`config.mk`:
```
export PLATFORM = sky130hd
export DESIGN_NAME = pipe_hazard_ctrl_flat
export DESIGN_NICKNAME = d
export VERILOG_FILES = /design/src/rtl/pipe_hazard_ctrl_if.sv /design/src/rtl/pipe_hazard_ctrl.sv /design/src/flat_wrapper.sv
export SDC_FILE = /design/constraint.sdc
export NUM_CORES = 1
export LEC_CHECK = 0
export ABC_AREA = 1
export CORE_UTILIZATION = 40
export CTS_CLUSTER_DIAMETER = 200
export DETAILED_ROUTE_END_ITERATION = 6
export PLACE_DENSITY = 0.7
export SLEW_MARGIN = 40
export SYNTH_ARGS = -nofsm -noshare
export SYNTH_HDL_FRONTEND = slang
export SYNTH_SLANG_ARGS = --single-unit
```
`constraint.sdc`:
```
create_clock -name clk -period 2.57 [get_ports clk]
set_clock_uncertainty 0.05 [all_clocks]
set_input_delay 0.3855 -clock clk [delete_from_list [all_inputs] [get_ports clk]]
set_output_delay 0.3855 -clock clk [all_outputs]
set_load 0.01 [all_outputs]
```
`src/rtl/pipe_hazard_ctrl_if.sv`:
```
// pipe_hazard_ctrl_if
// Groups every signal between the datapath and the hazard controller.
//   slave modport  : seen by the controller (hazard inputs in, control out)
//   master modport : seen by the datapath / testbench (drives hazard inputs)
// Signals:
//   ihit, dhit, mem_req, ex_memread, ex_wsel, id_rs, id_rt, br_taken, cnt_clr
//       hazard sources and counter clear, datapath -> controller
//   pc_en, latch_en, latch_flush, hazard, stall_cnt, flush_cnt
//       pipeline control and performance counters, controller -> datapath
interface pipe_hazard_ctrl_if #(
    parameter int NSTAGES = 5,
    parameter int REG_W   = 5,
    parameter int CNT_W   = 16
);
    logic               ihit;
    logic               dhit;
    logic               mem_req;
    logic               ex_memread;
    logic [REG_W-1:0]   ex_wsel;
    logic [REG_W-1:0]   id_rs;
    logic [REG_W-1:0]   id_rt;
    logic               br_taken;
    logic               cnt_clr;

    logic               pc_en;
    logic [NSTAGES-2:0] latch_en;
    logic [NSTAGES-2:0] latch_flush;
    logic               hazard;
    logic [CNT_W-1:0]   stall_cnt;
    logic [CNT_W-1:0]   flush_cnt;

    modport slave (
        input  ihit, dhit, mem_req, ex_memread, ex_wsel, id_rs, id_rt,
               br_taken, cnt_clr,
        output pc_en, latch_en, latch_flush, hazard, stall_cnt, flush_cnt
    );

    modport master (
        output ihit, dhit, mem_req, ex_memread, ex_wsel, id_rs, id_rt,
               br_taken, cnt_clr,
        input  pc_en, latch_en, latch_flush, hazard, stall_cnt, flush_cnt
    );
endinterface

```
`src/rtl/pipe_hazard_ctrl.sv`:
```
// pipe_hazard_ctrl
// Stall/flush controller for an NSTAGES-deep in-order pipeline. Latch k sits
// between stage k and stage k+1. It generates the PC enable and per-latch
// enable/flush vectors from instruction-memory wait, data-memory wait,
// load-use and taken-branch conditions, and keeps saturating stall and flush
// counters.
// Ports:
//   clk  : rising-edge clock
//   rst  : synchronous active-high reset (drains the pipeline while high)
//   bus  : pipe_hazard_ctrl_if.slave, hazard inputs and control outputs
module pipe_hazard_ctrl #(
    parameter int NSTAGES  = 5,
    parameter int BR_STAGE = 2,
    parameter int REG_W    = 5,
    parameter int CNT_W    = 16
) (
    input  logic                 clk,
    input  logic                 rst,
    pipe_hazard_ctrl_if.slave    bus
);
    localparam int NL = NSTAGES - 1;
    // Latches upstream of the branch-resolving stage hold wrong-path work.
    localparam logic [NL-1:0]    BR_MASK = NL'((1 << BR_STAGE) - 1);
    localparam logic [NL-1:0]    ALL_ONES = '1;
    localparam logic [CNT_W-1:0] CNT_MAX = '1;

    typedef enum logic {RUN, FLUSH_PEND} state_t;

    state_t           state;
    logic [REG_W-1:0] ex_wsel;
    logic [REG_W-1:0] id_rs;
    logic [REG_W-1:0] id_rt;
    logic             dwait;
    logic             lu;
    logic             fl;
    logic             pc_en;
    logic [NL-1:0]    latch_en;
    logic [NL-1:0]    latch_flush;
    logic             hazard;
    logic             flush_applied;
    logic [CNT_W-1:0] stall_q;
    logic [CNT_W-1:0] flush_q;

    assign ex_wsel = bus.ex_wsel;
    assign id_rs   = bus.id_rs;
    assign id_rt   = bus.id_rt;

    assign dwait = bus.mem_req & ~bus.dhit;
    // Register 0 is hardwired, so a load targeting it never creates a hazard.
    assign lu    = bus.ex_memread & (ex_wsel != '0) &
                   ((ex_wsel == id_rs) | (ex_wsel == id_rt));
    assign fl    = bus.br_taken | (state == FLUSH_PEND);

    // Priority-encoded pipeline control. Reset forces a full drain.
    always_comb begin
        pc_en       = 1'b1;
        latch_en    = ALL_ONES;
        latch_flush = '0;
        hazard      = dwait | fl | lu | ~bus.ihit;
        if (rst) begin
            pc_en       = 1'b0;
            latch_flush = ALL_ONES;
            hazard      = 1'b0;
        end else if (dwait) begin
            pc_en    = 1'b0;
            latch_en = '0;
        end else if (fl) begin
            latch_flush = BR_MASK;
        end else if (lu) begin
            // Hold IF/ID, push a bubble into ID/EX, let the load move on.
            pc_en          = 1'b0;
            latch_en[0]    = 1'b0;
            latch_flush[1] = 1'b1;
        end else if (!bus.ihit) begin
            pc_en          = 1'b0;
            latch_flush[0] = 1'b1;
        end
    end

    assign flush_applied = ~rst & ~dwait & fl;

    // A branch pulse that lands during a data wait would be lost, so it is
    // remembered here and replayed on the first cycle the wait clears.
    // Further pulses while pending collapse into the same single flush.
    always_ff @(posedge clk) begin
        if (rst) begin
            state <= RUN;
        end else begin
            case (state)
                RUN:        if (bus.br_taken && dwait) state <= FLUSH_PEND;
                FLUSH_PEND: if (!dwait) state <= RUN;
                default:    state <= RUN;
            endcase
        end
    end

    // Stall counter: cycles with the PC held, saturating, clear wins.
    always_ff @(posedge clk) begin
        if (rst || bus.cnt_clr) begin
            stall_q <= '0;
        end else if (!pc_en && stall_q != CNT_MAX) begin
            stall_q <= stall_q + 1'b1;
        end
    end

    // Flush counter: applied flushes, saturating, clear wins.
    always_ff @(posedge clk) begin
        if (rst || bus.cnt_clr) begin
            flush_q <= '0;
        end else if (flush_applied && flush_q != CNT_MAX) begin
            flush_q <= flush_q + 1'b1;
        end
    end

    assign bus.pc_en       = pc_en;
    assign bus.latch_en    = latch_en;
    assign bus.latch_flush = latch_flush;
    assign bus.hazard      = hazard;
    assign bus.stall_cnt   = stall_q;
    assign bus.flush_cnt   = flush_q;
endmodule

```
`src/flat_wrapper.sv`:
```
// flat-port wrapper written by rule: the top's interface ports become plain ports
module pipe_hazard_ctrl_flat 
#(
    parameter int NSTAGES  = 5,
    parameter int BR_STAGE = 2,
    parameter int REG_W    = 5,
    parameter int CNT_W    = 16
)
  (clk, rst, bus_ihit, bus_dhit, bus_mem_req, bus_ex_memread, bus_ex_wsel, bus_id_rs, bus_id_rt, bus_br_taken, bus_cnt_clr, bus_pc_en, bus_latch_en, bus_latch_flush, bus_hazard, bus_stall_cnt, bus_flush_cnt);
  pipe_hazard_ctrl_if #(.NSTAGES(NSTAGES), .REG_W(REG_W), .CNT_W(CNT_W)) bus_i ();
  input  logic clk;
  input  logic rst;
  input wire logic [$bits(bus_i.ihit)-1:0] bus_ihit;
  input wire logic [$bits(bus_i.dhit)-1:0] bus_dhit;
  input wire logic [$bits(bus_i.mem_req)-1:0] bus_mem_req;
  input wire logic [$bits(bus_i.ex_memread)-1:0] bus_ex_memread;
  input wire logic [$bits(bus_i.ex_wsel)-1:0] bus_ex_wsel;
  input wire logic [$bits(bus_i.id_rs)-1:0] bus_id_rs;
  input wire logic [$bits(bus_i.id_rt)-1:0] bus_id_rt;
  input wire logic [$bits(bus_i.br_taken)-1:0] bus_br_taken;
  input wire logic [$bits(bus_i.cnt_clr)-1:0] bus_cnt_clr;
  output wire logic [$bits(bus_i.pc_en)-1:0] bus_pc_en;
  output wire logic [$bits(bus_i.latch_en)-1:0] bus_latch_en;
  output wire logic [$bits(bus_i.latch_flush)-1:0] bus_latch_flush;
  output wire logic [$bits(bus_i.hazard)-1:0] bus_hazard;
  output wire logic [$bits(bus_i.stall_cnt)-1:0] bus_stall_cnt;
  output wire logic [$bits(bus_i.flush_cnt)-1:0] bus_flush_cnt;
  assign bus_i.ihit = bus_ihit;
  assign bus_i.dhit = bus_dhit;
  assign bus_i.mem_req = bus_mem_req;
  assign bus_i.ex_memread = bus_ex_memread;
  assign bus_i.ex_wsel = bus_ex_wsel;
  assign bus_i.id_rs = bus_id_rs;
  assign bus_i.id_rt = bus_id_rt;
  assign bus_i.br_taken = bus_br_taken;
  assign bus_i.cnt_clr = bus_cnt_clr;
  assign bus_pc_en = bus_i.pc_en;
  assign bus_latch_en = bus_i.latch_en;
  assign bus_latch_flush = bus_i.latch_flush;
  assign bus_hazard = bus_i.hazard;
  assign bus_stall_cnt = bus_i.stall_cnt;
  assign bus_flush_cnt = bus_i.flush_cnt;
  pipe_hazard_ctrl #(.NSTAGES(NSTAGES), .BR_STAGE(BR_STAGE), .REG_W(REG_W), .CNT_W(CNT_W)) u_core (.clk(clk), .rst(rst), .bus(bus_i));
endmodule
```
==> metrics.md, run 1 <==
| Metric | Value |
|---|---|
| Htree depth | `2` |
| P&R area growth vs syn | `39.2%` |
| Crit path capture type | `output pin` |
| Post-synth EDFFs | `0` |
| CP Data Required Time | `about 2.1 ns` |
| Top FF cell, synth | `dfxtp_1` |
| Pins Over Slew Limit | `0` |
| Leakage | `1.14 nW` |
| Final instance area | `a little over 0.003 sq mm` |
| Worst slew margin | `68.0%` |
| Final ANT Viol Nets | `0` |
| Post-Synth XOR/XNOR Area | `around 7.2%` |
| Internal cell power | `approximately 0.9 mW` |
| Max Cap Viol | `0` |
| Die Ht | `roughly 76 um` |
| Routed wire per std cell | `~12 um` |
| Crit path time final | `2.44 ns` |
| Clock Sinks | `33` |
| Setup repair bufs after CTS | `0` |
| Most used cell, CP | `nand2_1` |
| Pwr Total | `approximately 1.2 mW` |
| Synth Cell Area | `about 0.0022 sq mm` |
| Final Hold Vio Count | `0` |
| Mean Syn Cell Area | `around 6.6 sq um` |
| Pin count of the biggest net entering global routing | `17` |
| Antenna diodes | `0` |
| Die area | `between 0.005 and 0.006 sq mm` |
| Outcome | `finished, final reports clean` |
| Placed instance count | `464` |
| Final WL | `between 5000 and 6000 um` |
| Clock slew at reported path FFs | `roughly 0.07 ns` |
| Crit-path max cell delay | `~0.52 ns` |
| Placement Cell Area | `approximately 0.0029 sq mm` |
| Share of cells above drive strength 1 | `between 10% and 20%` |
| Compound-cell area share of the yosys netlist | `10.3%` |
| Latest clock arrival within the worst-skew pair | `0.28 ns` |
| Setup CP Type | `in2out` |
| Most common cell in the netlist | `nand2_1` |
| Root Driver | `clkbuf_8` |
| Sw frac | `a little under a quarter` |
| DRC violations left | `0` |
| Flop pwr share | `43.6%` |
| Syn Nets | `358` |
| PD cells | `roughly 390 mW/mm^2` |
| Tcrit/Tclk final | `a little over nine tenths` |
| Post-Synth Adder-Cell Area | `about 1.1%` |
| Cells after Synth | `between 300 and 400` |
| Die width | `about 76 um` |
| Total GRT Usage | `approximately 20%` |
| Flops & latches, synth | `33` |
| DRT iter0 DRCs | `102` |
| Vias in the first global route | `roughly 2200` |
| CP arrival | `~2.0 ns` |
| Top cells by count, synth | `83 x nand2_1, 36 x inv_1, 36 x nor2_1, 33 x dfxtp_1, 19 x a21oi_1` |
| DPL Wire Length | `approximately 4200 um` |
| First-pass GRT wire length | `approximately 9400 um` |
| NetSw | `approximately 0.28 mW` |
| Yosys top cell by area | `dfxtp_1` |
| Clk pwr share | `42.9%` |
| Main combinational cell family by area after synthesis | `simple AND/OR/NAND/NOR gates` |
| Routability cong. | `0.840` |
| CTS tree | `done` |
| RSZ-0062 raised after global routing | `no` |
| Vias per std cell | `4.95` |
| Multiplexer share of the synthesized area | `0%` |
| Final nets | `around 430` |
| Peak Freq | `a little over 400 MHz` |
| Library cells used by synthesis | `32` |
| Final setup fails | `0` |
| Starting Density | `approximately 42%` |
| Total grt overflow | `0` |
| Fillers | `slightly above 500` |
| CTS max path bufs | `2` |
| Warnings from Yosys | `0` |
| Yosys top cell area share | `between 30% and 40%` |
| Critical path startpoint category | `input pin` |
| CTS Buf Count | `5` |
| Asr flop ratio synth | `0%` |
| Pre-antenna DRT Iters | `4` |
| FP Rows | `26` |
| Via count | `2337` |
| # port buffers | `64` |
| Slew @ Worst Pin | `roughly 0.48 ns` |
| Layout Cells excl Fill | `roughly 470` |
| Seq/Total Area, Yosys | `between 30% and 40%` |
| Largest cells by area after synthesis | `dfxtp_1 30%, nand2_1 14%, inv_1 6.2%, nor2_1 6.2%, xor2_1 5.6%` |
| Logic pwr share | `13.5%` |
| Critical path, cell by cell | `clkdlybuf4s50_1, inv_1, nand2_1, nand2_1, nor2_1, nand3_1, nand2_1, nand3_1, nand2_1, inv_1, clkdlybuf4s50_1` |
| Core area | `between 0.005 and 0.006 sq mm` |
| Synth Area in Simple Gates | `40.0%` |
| Crit path max-delay cell type | `clkdlybuf4s50_1` |
| Worst hold path type | `reg2reg` |
| Initial antenna violation count | `0` |
| Crit-path max FO | `4` |
| Core Util, Final | `roughly three fifths` |
| Peak VDD IR | `about 0.00034 V` |
| I/O pins | `65` |
## per-stage QoR
stage          hold slack, ns  setup slack (ns)  setup TNS, ns
6_report                0.445             0.130              0
5_1_grt                 0.480            0.0124              0
4_1_cts                 0.453            0.0181              0
3_5_place_dp            0.443           -0.0426        -0.0782
3_3_place_gp            0.431           -0.0310        -0.0594
2_1_floorplan           0.436             0.867              0
## power groups by stage
stage | Sequential [mW] | Clock (mW) | Combinational (mW)
3_5_place_dp | 0.530 | 0 | 0.163
6_report | 0.518 | 0.511 | 0.161
4_1_cts | 0.518 | 0.515 | 0.163
3_3_place_gp | 0.530 | 0 | 0.161
5_1_grt | 0.519 | 0.538 | 0.177
2_1_floorplan | 0.530 | 0 | 0.0806
## cells by family (layout without fill, tap and decap cells)
family                   Yosys count  in the layout
flip-flops                        33             33
AO/OA/AOI/OAI                     37             37
AND/OR/NAND/NOR                  185            185
adder cells (fa/ha/maj)            2              2
XOR/XNOR                          18             18
buffers and inverters             58            127
## critical path, delay by kind of cell
family / cells / cell delay, ns
simple gates: 7 / 0.52
buf+inv: 4 / 1.10
## final cells by class
| class | count | area, sq um | area share [%] |
|---|---|---|---|
| repair buffers | 73 | 718 | 23.6 |
| clock inverters | 1 | 30.0 | 0.986 |
| flip-flops and latches | 33 | 661 | 21.7 |
| well taps | 70 | 87.6 | 2.88 |
| inverters | 46 | 173 | 5.67 |
| multi-input cells | 242 | 1290 | 42.4 |
| clock buffers | 7 | 86.3 | 2.83 |
## state kept, by name, indices dropped and copies added, names as in the netlist
signal,count
u_core.state,1
u_core.bus.stall_cnt,16
u_core.bus.flush_cnt,16
## final timing paths
check	from	end	slack, ns	cells past startpoint
max	bus_ex_wsel[0]	bus_latch_en[0]	0.13	11
min	u_core.bus.flush_cnt[15]	u_core.bus.flush_cnt[15]	0.44	2
max reg2reg	u_core.bus.stall_cnt[0]	u_core.bus.stall_cnt[11]	0.63	9
min reg2reg	u_core.bus.flush_cnt[15]	u_core.bus.flush_cnt[15]	0.44	2
## placed cells by master, fill, tap and decap left out, types with 3 or more instances in the layout
cell             synthesis  layout
xor2_1                  14      14
clkbuf_8                 0       6
dlymetal6s2s_1           0       5
nand2_1                 83      83
inv_2                    9       9
a21oi_1                 19      19
clkdlybuf4s50_1          0      57
nor3_2                   3       4
nand2_2                  3       3
nor3_1                  13      12
o21ai_0                  5       5
dfxtp_1                 33      33
buf_4                    4       9
a21oi_2                  7       7
xnor2_1                  4       4
nor2_1                  36      35
nand3_1                 18      18
nand4_1                 17      17
nor3b_1                  4       4
inv_1                   36      36
## metal layers
metal | vias up | share of wire (%) | GRT usage (%) | wire (um)
met1 | 1072 | 45 | 22.9 | 2480
met5 | - | 0 | 0 | 0
met2 | 46 | 50 | 35.7 | 2750
li1 | 1209 | - | - | -
met3 | 10 | 3.8 | 3.61 | 210
met4 | 0 | 1.5 | 5.77 | 82
## timing repair
item | in CTS | in global routing
pin swaps | 0 | 0
setup endpoints to repair | 4 | 3
hold buffers | 0 | 0
resized for setup | 3 | 6
Note: power is estimated with default switching activity, not from simulation.
==> run 2, diff against run 1 <==
Settings changed: CORE_UTILIZATION 40 to 53, CTS_BUF_LIST set to sky130_fd_sc_hd__clkbuf_2 sky130_fd_sc_hd__clkbuf_4 sky130_fd_sc_hd__clkbuf_8, PLACE_DENSITY 0.7 to 0.88.
==> metrics.md, run 2 (synthesis results as in run 1) <==
| Metric | Value |
|---|---|
| Final WL | `5920 um (was 5520 um)` |
| NetSw | `0.292 mW (was 0.282 mW)` |
| Die width | `66.2 um (was 75.9 um)` |
| Setup ws final | `0.244 ns (was 0.130 ns)` |
| Placement Cell Area | `0.00288 sq mm (was 0.00291 sq mm)` |
| Clock slew at reported path FFs | `0.07 ns (about the same)` |
| Root Driver | `clkbuf_8 (unchanged)` |
| Cells on Worst Hold Path | `2 (unchanged)` |
| Share of cells above drive strength 1 | `11.5% (was 11.2%)` |
| Via count | `2432 (was 2337)` |
| I/O pins | `65 (unchanged)` |
| Peak Freq | `430 MHz (was 410 MHz)` |
| Sw frac | `23.0% (was 23.7%)` |
| P&R area growth vs syn | `38.6% (was 39.2%)` |
| Clk pwr share | `46.3% (was 42.9%)` |
| Most frequent cells in the layout | `83 x nand2_1, 56 x clkdlybuf4s50_1, 35 x inv_1, 35 x nor2_1, 33 x dfxtp_1 (was 83 x nand2_1, 57 x clkdlybuf4s50_1, 36 x inv_1)` |
| PD cells | `418 mW/mm^2 (was 391 mW/mm^2)` |
| CP Data Required Time | `2.13 ns (about the same)` |
| CTS tree | `done (unchanged)` |
| Most used cell, CP | `nand2_1 (unchanged)` |
| Final Hold Vio Count | `0 (unchanged)` |
| FP Rows | `22 (was 26)` |
| CTS Buf Count | `5 (unchanged)` |
| Htree depth | `2 (unchanged)` |
| Flop pwr share | `40.9% (was 43.6%)` |
| RSZ-0062 raised after global routing | `no (unchanged)` |
| Crit-path max cell delay | `0.51 ns (was 0.52 ns)` |
| Setup repair bufs after CTS | `0 (unchanged)` |
| DPL Wire Length | `4270 um (was 4230 um)` |
| Logic pwr share | `12.8% (was 13.5%)` |
| Vias in the first global route | `2279 (was 2193)` |
| Crit path max-delay cell type | `clkdlybuf4s50_1 (unchanged)` |
| Routability cong. | `0.944 (was 0.840)` |
| CP arrival | `1.89 ns (was 2.00 ns)` |
| Slew @ Worst Pin | `0.527 ns (was 0.480 ns)` |
| Final setup fails | `0 (unchanged)` |
| Fillers | `272 (was 503)` |
| Latest clock arrival within the worst-skew pair | `0.29 ns (was 0.28 ns)` |
| Pwr Total | `1.27 mW (was 1.19 mW)` |
| Core Util, Final | `79.8% (was 58.9%)` |
| Total grt overflow | `0 (unchanged)` |
| Vias per std cell | `5.42 (was 4.95)` |
| Antenna diodes | `0 (unchanged)` |
| First-pass GRT wire length | `10300 um (was 9380 um)` |
| Commonest non-fill, non-tap cell in the layout | `nand2_1 (unchanged)` |
| Pin count of the biggest net entering global routing | `23 (was 17)` |
| DRC violations left | `0 (unchanged)` |
| Final ANT Viol Nets | `0 (unchanged)` |
| Critical path, cell by cell | `clkdlybuf4s50_1, inv_2, nand2_1, nand2_1, nor2_1, nand3_1, nand2_1, nand2_2, a41oi_1, dlygate4sd2_1 (was clkdlybuf4s50_1, inv_1, nand2_1, nand2_1, nor2_1, nand3_1, nand2_1, nand3_1, nand2_1, inv_1, clkdlybuf4s50_1)` |
| Leakage | `1.15 nW (was 1.14 nW)` |
| Pre-CTS setup slack | `-0.0591 ns (was -0.0426 ns)` |
| Crit path capture type | `output pin (unchanged)` |
| Core area | `0.00380 sq mm (was 0.00517 sq mm)` |
| Max Cap Viol | `0 (unchanged)` |
| Multi-input gate area | `0.00129 sq mm (unchanged)` |
| Routed wire per std cell | `13.2 um (was 11.7 um)` |
| Die Ht | `66.2 um (was 75.9 um)` |
| WP buf/inv | `3 (was 4)` |
| Crit-path leading delay family | `buffers and inverters (unchanged)` |
| Internal cell power | `0.976 mW (was 0.908 mW)` |
| Tcrit/Tclk final | `90.5% (was 95.0%)` |
| Total GRT Usage | `30.2% (was 19.5%)` |
| Crit path time final | `2.33 ns (was 2.44 ns)` |
| # port buffers | `64 (unchanged)` |
| Pins Over Slew Limit | `0 (unchanged)` |
| CP Depth | `10 (was 11)` |
| Sequential cell area | `661 sq um (unchanged)` |
| Reg2reg path depth | `8 (was 9)` |
| Worst slew margin | `64.5% (was 68.0%)` |
| Final nets | `425 (was 426)` |
| Starting Density | `57.6% (was 42.3%)` |
| Setup CP Type | `in2out (unchanged)` |
| Worst hold path type | `reg2reg (unchanged)` |
| Crit-path max FO | `3 (was 4)` |
| Initial antenna violation count | `0 (unchanged)` |
| DRT iter0 DRCs | `287 (was 102)` |
| Clock Sinks | `33 (unchanged)` |
| Peak VDD IR | `0.000339 V (was 0.000345 V)` |
| Pre-antenna DRT Iters | `5 (was 4)` |
| CTS max path bufs | `2 (unchanged)` |
| Die area | `0.00439 sq mm (was 0.00577 sq mm)` |
| Final instance area | `0.00303 sq mm (was 0.00305 sq mm)` |
| Outcome | `finished, final reports clean (unchanged)` |
| Critical path startpoint category | `input pin (unchanged)` |
[run 2: repair_timing]
action / 4_1_cts / 5_1_grt
setup endpoints to repair: 4 / 3
gates resized for setup: 3 / 7
pin swaps: 0 / 0
hold buffers: 0 / 0
[run 2: layout make-up]
cell class | count | share of cell area, %
inverters | 46 | 5.70
flip-flops and latches | 33 | 21.8
clock inverters | 3 | 2.15
clock buffers | 5 | 2.27
well taps | 48 | 1.98
multi-input cells | 242 | 42.6
repair buffers | 72 | 23.5
[run 2: worst paths after layout]
check / start / to / slack (ns)
worst min-delay path: u_core.bus.flush_cnt[9] / u_core.bus.flush_cnt[9] / 0.44
worst min register to register: u_core.bus.flush_cnt[9] / u_core.bus.flush_cnt[9] / 0.44
worst max register to register: u_core.bus.flush_cnt[0] / u_core.bus.flush_cnt[10] / 0.57
worst max-delay path: bus_ex_wsel[1] / bus_hazard / 0.24
[run 2: metrics by stage]
stage / hold WS, ns / TNS, ns / cells
CTS: 0.441 / 0 / 449
global placement: 0.422 / -0.0122 / 441
global route: 0.476 / 0 / 449
floorplan: 0.436 / 0 / 333
finish: 0.443 / 0 / 449
detailed placement: 0.431 / -0.0958 / 441
[run 2: power by group through the flow]
stage                     logic, mW  registers, mW  clock network (mW)
after CTS                     0.163          0.518               0.586
after detailed placement      0.163          0.530                   0
after floorplan              0.0806          0.530                   0
after global placement        0.161          0.530                   0
final                         0.162          0.518               0.588
after global routing          0.179          0.519               0.616
[run 2: worst reg2reg max path, stage by stage, from the launching register on]
cell     delay [ns]
dfxtp_1        0.44
ha_1           0.23
inv_1          0.08
nor4_1         0.46
inv_1          0.09
nor2_1         0.25
nand2_1        0.11
o21ai_1        0.14
a21oi_1        0.05
[run 2: per-layer routing]
layer | GRT usage [%] | vias up | routed length (um)
met1 | 37.6 | 1106 | 2570
met5 | 0 | - | 0
li1 | - | 1206 | -
met4 | 7.71 | 0 | 37
met2 | 51.4 | 114 | 2920
met3 | 7.59 | 6 | 401
==> run 3, diff against run 2 <==
Settings changed: CELL_PAD_IN_SITES_DETAIL_PLACEMENT set to 2, CELL_PAD_IN_SITES_GLOBAL_PLACEMENT set to 2, CORE_UTILIZATION 53 to 37, CTS_CLUSTER_DIAMETER 200 to not set, DONT_BUFFER_PORTS set to 1, PLACE_DENSITY 0.88 to not set, PLACE_DENSITY_LB_ADDON set to 0.1.
==> metrics.md, run 3 (synthesis results as in run 1) <==
| Metric | Value |
|---|---|
| Htree depth | `2 (unchanged)` |
| Reg2reg start | `u_core.bus.flush_cnt[0] (unchanged)` |
| Fillers | `708 (was 272)` |
| Multi-input gate area | `0.00128 sq mm (was 0.00129 sq mm)` |
| Final WL | `7000 um (was 5920 um)` |
| Worst reg-to-reg setup slack | `0.45 ns (was 0.57 ns)` |
| Die Ht | `78.9 um (was 66.2 um)` |
| CTS hold repair buffers | `0 (unchanged)` |
| I/O pins | `65 (unchanged)` |
| Total GRT Usage | `24.3% (was 30.2%)` |
| CTS-repair resized insts | `0 (was 3)` |
| Crit-path max FO | `14 (was 3)` |
| Most frequent cells in the layout | `83 x nand2_1, 36 x inv_1, 36 x nor2_1 (was 83 x nand2_1, 56 x clkdlybuf4s50_1, 35 x inv_1, 35 x nor2_1, 33 x dfxtp_1)` |
| GR peak layer | `met2 (unchanged)` |
| Vias per std cell | `5.37 (was 5.42)` |
| Reg2reg path depth | `9 (was 8)` |
| Peak Freq | `472 MHz (was 430 MHz)` |
| WHS Endpoint | `u_core.state (was u_core.bus.flush_cnt[9])` |
| Die width | `78.9 um (was 66.2 um)` |
| Tcrit/Tclk final | `82.4% (was 90.5%)` |
| # port buffers | `0 (was 64)` |
| Routability cong. | `0.769 (was 0.944)` |
| DPL Wire Length | `5290 um (was 4270 um)` |
| Crit path capture type | `flop (was output pin)` |
| Commonest non-fill, non-tap cell in the layout | `nand2_1 (unchanged)` |
| Capturing point of the worst reg2reg path | `u_core.bus.flush_cnt[5] (was u_core.bus.flush_cnt[10])` |
| Pre-antenna DRT Iters | `4 (was 5)` |
| Critical path startpoint category | `flop (was input pin)` |
| Most used cell, CP | `nand2_1 (unchanged)` |
| Die area | `0.00622 sq mm (was 0.00439 sq mm)` |
| Starting Density | `39.0% (was 57.6%)` |
| Clock Sinks | `33 (unchanged)` |
| Share of cells above drive strength 1 | `11.2% (was 11.5%)` |
| Crit-path leading delay family | `simple AND/OR/NAND/NOR gates (was buffers and inverters)` |
| Crit-path max cell delay | `0.47 ns (was 0.51 ns)` |
| RSZ-0062 raised after global routing | `no (unchanged)` |
| Routed wire per std cell | `17.4 um (was 13.2 um)` |
| Final setup fails | `0 (unchanged)` |
| DRC violations left | `0 (unchanged)` |
| CTS max path bufs | `2 (unchanged)` |
| PD cells | `444 mW/mm^2 (was 418 mW/mm^2)` |
| P&R area growth vs syn | `5.49% (was 38.6%)` |
| Met2 Use GR | `42.0% (was 51.4%)` |
| Pins Over Slew Limit | `0 (unchanged)` |
| Worst hold path type | `in2reg (was reg2reg)` |
| Latest clock arrival within the worst-skew pair | `0.29 ns (about the same)` |
| CTS tree | `done (unchanged)` |
| Crit path max-delay cell type | `dfxtp_1 (was clkdlybuf4s50_1)` |
| First-pass GRT wire length | `11600 um (was 10300 um)` |
| Critical path, cell by cell | `ha_1, nand3_1, nor2_1, nand3_1, nand2_1, inv_2, nand2_1, nand2_1, nor3b_1 (was clkdlybuf4s50_1, inv_2, nand2_1, nand2_1, nor2_1, nand3_1, nand2_1, nand2_2, a41oi_1, dlygate4sd2_1)` |
| Core area | `0.00561 sq mm (was 0.00380 sq mm)` |
| CTS Buf Count | `5 (unchanged)` |
| Setup repair bufs after CTS | `0 (unchanged)` |
| Vias in the first global route | `2363 (was 2279)` |
| Setup CP Type | `reg2reg (was in2out)` |
| CP arrival | `2.26 ns (was 1.89 ns)` |
| Leakage | `0.817 nW (was 1.15 nW)` |
| M1 GR Usage | `30.0% (was 37.6%)` |
| DRT iter0 DRCs | `41 (was 287)` |
| Cells on Worst Hold Path | `2 (unchanged)` |
| Via count | `2166 (was 2432)` |
| Root Driver | `clkbuf_8 (unchanged)` |
| Pin count of the biggest net entering global routing | `18 (was 23)` |
| Peak VDD IR | `0.000219 V (was 0.000339 V)` |
| Final ANT Viol Nets | `0 (unchanged)` |
| FP Rows | `27 (was 22)` |
| Antenna diodes | `0 (unchanged)` |
| Initial antenna violation count | `0 (unchanged)` |
| Clock slew at reported path FFs | `0.07 ns (about the same)` |
| WP buf/inv | `1 (was 3)` |
| Crit path time final | `2.12 ns (was 2.33 ns)` |
| Hold Path Origin | `bus_br_taken (was u_core.bus.flush_cnt[9])` |
| Core Util, Final | `41.1% (was 79.8%)` |
| Max Cap Viol | `0 (unchanged)` |
| Sequential cell area | `661 sq um (unchanged)` |
| Worst slew margin | `61.0% (was 64.5%)` |
| Outcome | `finished, final reports clean (unchanged)` |
| Slew @ Worst Pin | `0.579 ns (was 0.527 ns)` |
| Fin Setup TNS | `0 ns (unchanged)` |
| CP Data Required Time | `2.71 ns (was 2.13 ns)` |
| GRT met3 Usage | `6.67% (was 7.59%)` |
| Final Hold Vio Count | `0 (unchanged)` |
| Final nets | `355 (was 425)` |
| Total grt overflow | `0 (unchanged)` |
| Pwr Total | `1.02 mW (was 1.27 mW)` |
## run 3: final cells by class
cell class	instances	area share [%]
sequential	33	28.6
tap	72	3.90
timing repair buffer	2	0.651
clock inverter	2	0.434
clock buffer	6	3.31
multi-input combinational	242	55.6
inverter	46	7.48
## run 3: where the power goes
| group | internal [mW] | switching (mW) | total (mW) |
|---|---|---|---|
| sequential | 0.514 | 0.00545 | 0.519 |
| combinational | 0.0261 | 0.0692 | 0.0953 |
| clock | 0.198 | 0.211 | 0.410 |
## run 3: per-stage QoR
| stage | cell area, sq um | hold slack, ns | std cells | setup slack [ns] |
|---|---|---|---|---|
| after global routing | 2310 | 0.257 | 403 | 0.168 |
| after global placement | 2220 | 0.453 | 395 | 0.495 |
| final | 2310 | 0.230 | 403 | 0.451 |
| after floorplan | 2190 | 0.436 | 333 | 0.867 |
| after detailed placement | 2220 | 0.474 | 395 | 0.422 |
| after CTS | 2310 | 0.239 | 403 | 0.411 |
## run 3: worst max-delay path by stage
stage,start,slack [ns],cells past startpoint,end
final,u_core.bus.flush_cnt[0],0.45,9,u_core.bus.flush_cnt[5]
after global routing,u_core.bus.flush_cnt[0],0.17,8,u_core.bus.flush_cnt[0]
after CTS,u_core.bus.flush_cnt[0],0.41,8,u_core.bus.flush_cnt[0]
after detailed placement,u_core.bus.flush_cnt[0],0.42,8,u_core.bus.flush_cnt[0]
after global placement,u_core.bus.flush_cnt[0],0.50,9,u_core.bus.flush_cnt[5]
after floorplan,u_core.bus.stall_cnt[1],0.87,9,u_core.bus.stall_cnt[15]
## run 3: metal layers
layer / vias to the layer above / routed length (um)
li1: 1063 / -
met1: 1045 / 3180
met2: 53 / 3390
met3: 5 / 363
met4: 0 / 65
met5: - / 0
